## src/rtl/muldiv_sequencer.sv

```systemverilog
// -----------------------------------------------------------------------------
// muldiv_sequencer
// Iterative RV32M multiply/divide unit for the execute stage. Accepts one op,
// runs a shift-add multiply or restoring divide on operand magnitudes over
// 32/STEPS_PER_CYCLE cycles, fixes the sign in one extra cycle, and returns
// the result with its destination register as a one-cycle done pulse.
//
// Ports:
//   clk, rst_n        clock (rising edge), asynchronous active-low reset
//   start             issue request; honoured only in IDLE or DONE
//   op[2:0]           0 MUL 1 MULH 2 MULHSU 3 MULHU 4 DIV 5 DIVU 6 REM 7 REMU
//   operand_a/b[31:0] rs1 / rs2 values
//   rd_in[4:0]        destination register of the issued op
//   flush             abort any op in progress; no done follows
//   busy              combinational stall request to the hazard logic
//   done              one-cycle result-valid pulse
//   result[31:0]      final result, held until the next completion
//   rd_out[4:0]       destination register paired with result
// -----------------------------------------------------------------------------
module muldiv_sequencer #(
    parameter int STEPS_PER_CYCLE = 1
) (
    input  logic        clk,
    input  logic        rst_n,
    input  logic        start,
    input  logic [2:0]  op,
    input  logic [31:0] operand_a,
    input  logic [31:0] operand_b,
    input  logic [4:0]  rd_in,
    input  logic        flush,
    output logic        busy,
    output logic        done,
    output logic [31:0] result,
    output logic [4:0]  rd_out
);

    localparam int N = 32 / STEPS_PER_CYCLE;

    localparam logic [2:0] OP_MUL    = 3'd0;
    localparam logic [2:0] OP_MULH   = 3'd1;
    localparam logic [2:0] OP_MULHSU = 3'd2;
    localparam logic [2:0] OP_DIV    = 3'd4;
    localparam logic [2:0] OP_REM    = 3'd6;

    typedef enum logic [1:0] {S_IDLE, S_CALC, S_FIX, S_DONE} state_t;

    state_t      state;
    logic [4:0]  count;
    logic [2:0]  op_q;
    logic [4:0]  rd_q;
    logic [31:0] opnd;      // multiplicand (mul) or divisor (div) magnitude
    logic [31:0] acc_hi;    // product high word / partial remainder
    logic [31:0] acc_lo;    // multiplier being consumed / quotient being built
    logic        neg_q;     // final result must be negated in FIX

    // ---------------- issue-time decode ----------------
    logic        a_signed, b_signed, sa, sb, neg_issue;
    logic [31:0] a_mag, b_mag;
    logic        is_div, div_zero, div_ovf, early_hit;
    logic [31:0] early_result;

    assign is_div    = op[2];
    assign a_signed  = (op == OP_MULH) || (op == OP_MULHSU) || (op == OP_DIV) || (op == OP_REM);
    assign b_signed  = (op == OP_MULH) || (op == OP_DIV) || (op == OP_REM);
    assign sa        = a_signed && operand_a[31];
    assign sb        = b_signed && operand_b[31];
    assign a_mag     = sa ? (~operand_a + 32'd1) : operand_a;
    assign b_mag     = sb ? (~operand_b + 32'd1) : operand_b;
    // Remainder takes the dividend's sign; product and quotient take sa^sb.
    assign neg_issue = (is_div && op[1]) ? sa : (sa ^ sb);

    assign div_zero  = is_div && (operand_b == 32'd0);
    assign div_ovf   = is_div && !op[0] && (operand_a == 32'h8000_0000) && (operand_b == 32'hFFFF_FFFF);
    assign early_hit = div_zero || div_ovf;

    always_comb begin
        // NOTE: every always_comb output gets a default first so no path can infer a latch.
        early_result = 32'd0;
        if (div_zero)
            early_result = op[1] ? operand_a : 32'hFFFF_FFFF;
        else if (div_ovf)
            early_result = op[1] ? 32'd0 : 32'h8000_0000;
    end

    // ---------------- iteration datapath ----------------
    logic [31:0] step_hi, step_lo;
    logic [32:0] rs, sum;
    logic        qbit;

    always_comb begin
        step_hi = acc_hi;
        step_lo = acc_lo;
        rs      = 33'd0;
        sum     = 33'd0;
        qbit    = 1'b0;
        for (int i = 0; i < STEPS_PER_CYCLE; i++) begin
            if (op_q[2]) begin
                // Restoring divide: bring in the next dividend bit, try the subtract.
                rs   = {step_hi, step_lo[31]};
                qbit = (rs >= {1'b0, opnd});
                if (qbit)
                    rs = rs - {1'b0, opnd};
                step_hi = rs[31:0];
                step_lo = {step_lo[30:0], qbit};
            end else begin
                // Shift-add multiply: conditionally add, then shift the 65-bit pair right.
                sum     = {1'b0, step_hi} + (step_lo[0] ? {1'b0, opnd} : 33'd0);
                step_lo = {sum[0], step_lo[31:1]};
                step_hi = sum[32:1];
            end
        end
    end

    // ---------------- sign fix and result select ----------------
    logic [63:0] prod_f;
    logic [31:0] quot_f, rem_f, fix_result;

    assign prod_f = neg_q ? (~{acc_hi, acc_lo} + 64'd1) : {acc_hi, acc_lo};
    assign quot_f = neg_q ? (~acc_lo + 32'd1) : acc_lo;
    assign rem_f  = neg_q ? (~acc_hi + 32'd1) : acc_hi;

    always_comb begin
        fix_result = prod_f[63:32];
        if (op_q == OP_MUL)
            fix_result = prod_f[31:0];
        else if (op_q[2])
            fix_result = op_q[1] ? rem_f : quot_f;
    end

    assign busy = (start && (state == S_IDLE || state == S_DONE))
               || (state == S_CALC) || (state == S_FIX);

    // ---------------- control ----------------
    // NOTE: sequential state uses non-blocking assignments so every register samples pre-edge values.
    always_ff @(posedge clk or negedge rst_n) begin
        if (!rst_n) begin
            state  <= S_IDLE;
            count  <= 5'd0;
            op_q   <= 3'd0;
            rd_q   <= 5'd0;
            opnd   <= 32'd0;
            acc_hi <= 32'd0;
            acc_lo <= 32'd0;
            neg_q  <= 1'b0;
            result <= 32'd0;
            rd_out <= 5'd0;
            done   <= 1'b0;
        end else begin
            done <= 1'b0;
            if (flush) begin
                state <= S_IDLE;
            end else begin
                case (state)
                    S_IDLE, S_DONE: begin
                        if (start) begin
                            op_q <= op;
                            rd_q <= rd_in;
                            if (early_hit) begin
                                result <= early_result;
                                rd_out <= rd_in;
                                done   <= 1'b1;
                                state  <= S_DONE;
                            end else begin
                                opnd   <= is_div ? b_mag : a_mag;
                                acc_lo <= is_div ? a_mag : b_mag;
                                acc_hi <= 32'd0;
                                neg_q  <= neg_issue;
                                count  <= 5'(N - 1);
                                state  <= S_CALC;
                            end
                        end else begin
                            state <= S_IDLE;
                        end
                    end
                    S_CALC: begin
                        acc_hi <= step_hi;
                        acc_lo <= step_lo;
                        if (count == 5'd0)
                            state <= S_FIX;
                        else
                            count <= count - 5'd1;
                    end
                    S_FIX: begin
                        result <= fix_result;
                        rd_out <= rd_q;
                        done   <= 1'b1;
                        state  <= S_DONE;
                    end
                    default: state <= S_IDLE;
                endcase
            end
        end
    end

endmodule

```

## config.mk

```make
export PLATFORM = sky130hd
export DESIGN_NAME = muldiv_sequencer
export DESIGN_NICKNAME = d
export VERILOG_FILES = /design/src/rtl/muldiv_sequencer.sv
export SDC_FILE = /design/constraint.sdc
export NUM_CORES = 1
export LEC_CHECK = 0
export CORE_MARGIN = 5
export CORE_UTILIZATION = 30
export CTS_BUF_LIST = sky130_fd_sc_hd__clkbuf_16
export DETAILED_ROUTE_END_ITERATION = 16
export HOLD_SLACK_MARGIN = 0.05
export PLACE_DENSITY = 0.56
export SYNTH_ARGS = -nofsm -noshare
export SYNTH_HDL_FRONTEND = slang
export SYNTH_SLANG_ARGS = --single-unit
```

## constraint.sdc

```tcl
create_clock -name clk -period 3.8 [get_ports clk]
set_input_delay 0.76 -clock clk [delete_from_list [all_inputs] [get_ports clk]]
set_output_delay 0.76 -clock clk [all_outputs]
set_load 0.02 [all_outputs]
```

# Word-level counts from Yosys, hierarchy flattened
# Cells that the tools add are included.
# word_totals
wordCells	116
out_inout_bits	39
inputBits	76
register_bits	150
# classes
n_eq_ne	14
n_reduce_logical	30
n_mux	44
n_lt_le_gt_ge	1
n_bitwise	8
addsub	8
# op_table
operator	count
$mux W32	23
$pmux W32 S2	3
$add A32 B1 Y32 const B	4
$not A32 Y32	4
$add A64 B1 Y64 const B	1
$eq A32 B32 Y1 const B	2
$mux W64	1
$not A64 Y64	1
$add A32 B32 Y33	1
$ge A33 B32 Y1	1
$logic_not A32 Y1	1
$sub A32 B32 Y32	1
$mux W5	5
$pmux W5 S2	2
$reduce_and A4 Y1	3
$logic_or A1 B1 Y1	9
$logic_and A1 B1 Y1	8
$mux W2	4
$ne A2 B2 Y1 const B	4
$eq A3 B3 Y1 const B	2
$pmux W2 S3	1
$logic_not A5 Y1	1
$reduce_and A5 Y1	1
$sub A5 B1 Y5 const B	1
15 further kinds	21

# Logic depth before layout (Yosys ltp)
# logic_depth
word_depth	10
mapped_depth	14
mapped_depth_nobuf	13

# Worst setup path before layout
# No wires, ideal clock.
# synth_path
path_kind	register to register
start	register acc_lo[0]
end	register result[30]
required_time_ns	3.718
arrival_time_ns	3.364
synth_period_minus_slack_ns	3.446
path_buffers	2
setup_time_ns	0.082
path_slack_ns	0.354
stages_incl_launch_ff	14
cell_sequence	dfrtp_1 -> inv_1 -> clkbuf_1 -> ha_1 -> or3b_1 -> or4_4 -> buf_6 -> or4_4 -> o41ai_2 -> xnor2_1 -> a21oi_1 -> o21ai_1 -> o2111ai_1 -> a31oi_1
# synth_via
elab_chain_cells	7
word_cells_on_any_way	10
classes_between	2 x add/sub; 6 x mux; 2 x bitwise
# synth_rtl
item	line_no	text
start, declared	53	logic [31:0] acc_lo;
start signal, assigned	165	acc_lo <= is_div ? a_mag : b_mag;
start signal, assigned	177	acc_lo <= step_lo;
$not A32 Y32	119	assign quot_f = neg_q ? (~acc_lo + 32'd1) : acc_lo;
$add A32 B1 Y32	119	
$mux W32	119	
$mux W32	127	fix_result = op_q[1] ? rem_f : quot_f;
$mux W32	126	else if (op_q[2])
$mux W32 (*)	124	if (op_q == OP_MUL)
$pmux W32 S2 (*)	153	case (state)
end signal, assigned	159	result <= early_result;
end signal, assigned	184	result <= fix_result;
end, declared	33	output logic [31:0] result,
# Mark *: on every way between the ends. The rest lies on a longest branch, timed or not.
# A chain may end at the register's enable or synchronous reset.

# Worst setup path in the final report
# layout_path
start	register acc_lo[0]
end	register acc_hi[23]
# layout_via
elab_chain_cells	4
# layout_rtl
item	line_no	text
$mux W32	107	sum = {1'b0, step_hi} + (step_lo[0] ? {1'b0, opnd} : 33'd0);
$add A32 B32 Y33	107	
$mux W32	97	if (op_q[2]) begin
$pmux W32 S2	153	
end signal, assigned	176	acc_hi <= step_hi;
end, declared	52	logic [31:0] acc_hi;
# Every way passes these cells.

==> impl_metrics.toml <==
[status]
status = "completed"

[detailed_routing]
dr.pass1.iters = 5
drtIter0Drc = 1640
topRoutingLayerUsed = "met4"
met1_length_mm = 29.6
ant_nets = 0
met2WireLength_mm = 28.8
routedWlPerCell_um = 22.2
wl_mm = 66.1
vias = 17000
drcViolationCount = 0
viasPerCell = 5.73
met3_length_mm = 5.40

[power]
pwr-share-comb = 0.713
p_switching_w = 0.00925
internal_power_w = 0.00818
leakage_nw = 8.13
vdd.ir_drop.worst_mv = 0.497
sw_frac_of_total = 0.531
powerDensity_nw_per_um2 = 898
p_seq_frac = 0.183
clkPwrFrac = 0.105

[critical_path]
cp_max_fo = 14
timing.rr.start = "acc_lo[0]"
crit_path_end = "acc_hi[23]"
critPathSlowestCell = "dfrtp_1"
worstSetupPathType = "reg2reg"
reg2reg_slack_ps = 160
crit_chain = "inv_1 -> buf_4 -> nor2_1 -> ha_1 -> a211o_1 -> a221o_1 -> a31oi_1 -> nand2_1 -> a221o_1 -> a211oi_1 -> o31ai_1 -> xnor2_1 -> o211ai_1"
arrival_ps = 3960
endpoint_kind = "flip-flop"
reg2regPathDepth = 13
cpMostUsedCell = "a221o_1"
r2r-end = "acc_hi[23]"
crit_required_ps = 4120
start_kind = "flip-flop"
crit_path_start = "acc_lo[0]"
cpPeakStageDelay_ps = 460

[global_routing]
grt_antenna_before_repair = 0
grt_pass1_wl_mm = 99.5
track_usage = 0.226
overflow = 0
grt_max_degree = 85
first_global_vias = 16100

[floorplanning]
die_x_um = 238
start_util = 0.303
fp.dieH_um = 238
io_pins = 115
core_area_um2 = 51300
dieArea_um2 = 56500
rows = 83

[layout]
postLayoutCoreUtil = 0.378
nNetsFinal = 2430
nFillCells = 5438
drive_gt1_frac = 0.146
area_growth_pct = 24.7
mostFrequentLayoutCells = "nor2_1 (237), buf_4 (214), o21ai_0 (199), nand2_1 (187), a21oi_1 (171)"
design_area_um2 = 19400
diodes = 0
finalNonFillerCells = 2972
layout_commonest_cell = "nor2_1"

[clocking]
cts.reportedPaths.clkPinSlew_ps = 80
clock_latency_ps = 460
clock-sinks = 150
cts_buffer_depth = 2
postCtsSetupRepairBufs = 0
root_buffer = "clkbuf_16"
cts_made_buffers = 17
postCtsHoldBufs = 0
cts_tree = "done"
cts.htree.levels = 4
cts_resized = 0

[placement]
placed_area_um2 = 18700
io_buffers = 114
place.gp.congestion = 0.954
dp_cells = 2940
hpwl_mm = 53.7
place_ws_ps = -352

[sta]
fin_tns_setup_ps = 0
finalClockSkew_ps = 16.5
grt_setup_unrepaired = "false"
slew_headroom = 0.334
worst_pin_slew_ps = 988
fin_ws_ps = 157
period_needed_ps = 3640
drv_slew = 0
setup_viol = 0
hold_violations = 0
max_freq_mhz = 275
min_period_over_period = 0.959

[synthesis]
synth_ff_type = "dfrtp_1"
syn_area_um2 = 15600
yosys.cell_types.count = 81
avgSynthCellArea_um2 = 7.50
synthesis.nets = 2226
ys_seq_area_frac = 0.241
synth.yosys.warnings = 0
postSynth.asyncResetShare = 1.00
synth_seq_cells = 150
synth_edf_count = 0
synthCells = 2075

[worst_hold_path]
min_path_type = "in2async"

[flow_run]
drv_cap = 0
## power by group through the flow
stage                     sequential (W)  clock (W)  combinational (W)
after CTS                        0.00317    0.00184             0.0122
after floorplan                  0.00301          0            0.00794
after global routing             0.00328    0.00191             0.0134
final                            0.00318    0.00182             0.0124
after global placement           0.00318          0             0.0121
after detailed placement         0.00320          0             0.0121
## worst max-delay path, delay by kind of cell (launching register included)
kind                     cells  cell delay [ps]
AO/OA/AOI/OAI                7             1880
flip-flops                   1              460
buffers and inverters        2              400
adder cells (fa/ha/maj)      1              290
XOR/XNOR                     1              220
AND/OR/NAND/NOR              2              240
## cell families (layout without fill, tap and decap cells)
family,count (synthesis),after routing,share of synthesized area
xor+xnor,186,186,0.105
fa+ha+maj,75,75,0.0613
simple gates,670,670,0.202
compound gates,707,707,0.289
flops,150,150,0.241
mux,66,66,0.0461
buf+inv,221,438,0.0558
## cell type report
cell class / instances / area, um2 / area share
clock buffers: 17 / 425 / 0.0219
inverters: 70 / 263 / 0.0135
flip-flops and latches: 150 / 3760 / 0.194
well taps: 680 / 851 / 0.0439
clock inverters: 15 / 191 / 0.00987
repair buffers: 336 / 2920 / 0.150
multi-input cells: 1704 / 11000 / 0.567
## worst min-delay path by stage
stage / cells after the start / endpoint / start / slack, ps
6_report: 1 / rd_q[1] / rst_n / 310
5_1_grt: 1 / rd_q[0] / rst_n / 370
4_1_cts: 1 / rd_q[1] / rst_n / 330
3_5_place_dp: 2 / opnd[6] / opnd[6] / 470
3_3_place_gp: 2 / opnd[31] / opnd[31] / 470
2_1_floorplan: 2 / opnd[25] / opnd[25] / 440
## synth_stat cells (all sizes together) (22+ instances only)
cell	number	area, um2
nor3	45	230
nor2	239	897
o31ai	36	270
ha	73	913
mux2i	30	300
buf	25	131
nand2b	27	169
or4	22	184
clkbuf	126	473
inv	70	263
a31oi	41	257
nand2	187	702
a21oi	174	871
mux2	35	394
dfrtp	150	3750
o21ai	203	1020
xnor2	101	885
xor2	85	744
a21o	33	248
o41ai	23	235
nand4	28	181
a211oi	52	390
nand3	35	180
## registers in the layout, summed over array words and instances (netlist names)
signal and flops:
acc_lo 32, rd_out 5, state 2, done 1, neg_q 1, rd_q 5
count 5, result 32, opnd 32, op_q 3, acc_hi 32
## metrics by stage
stage | hold slack [ps] | total power (W)
after global routing | 370 | 0.0186
after detailed placement | 472 | 0.0153
after global placement | 467 | 0.0152
after floorplan | 439 | 0.0110
after CTS | 333 | 0.0172
final | 313 | 0.0174
## metal layers
layer,global-route usage,vias to the layer above
li1,-,8002
met5,0,-
met4,0.0747,0
met3,0.0520,97
met2,0.346,692
met1,0.317,8243
Note: power is estimated with default switching activity, not from simulation.
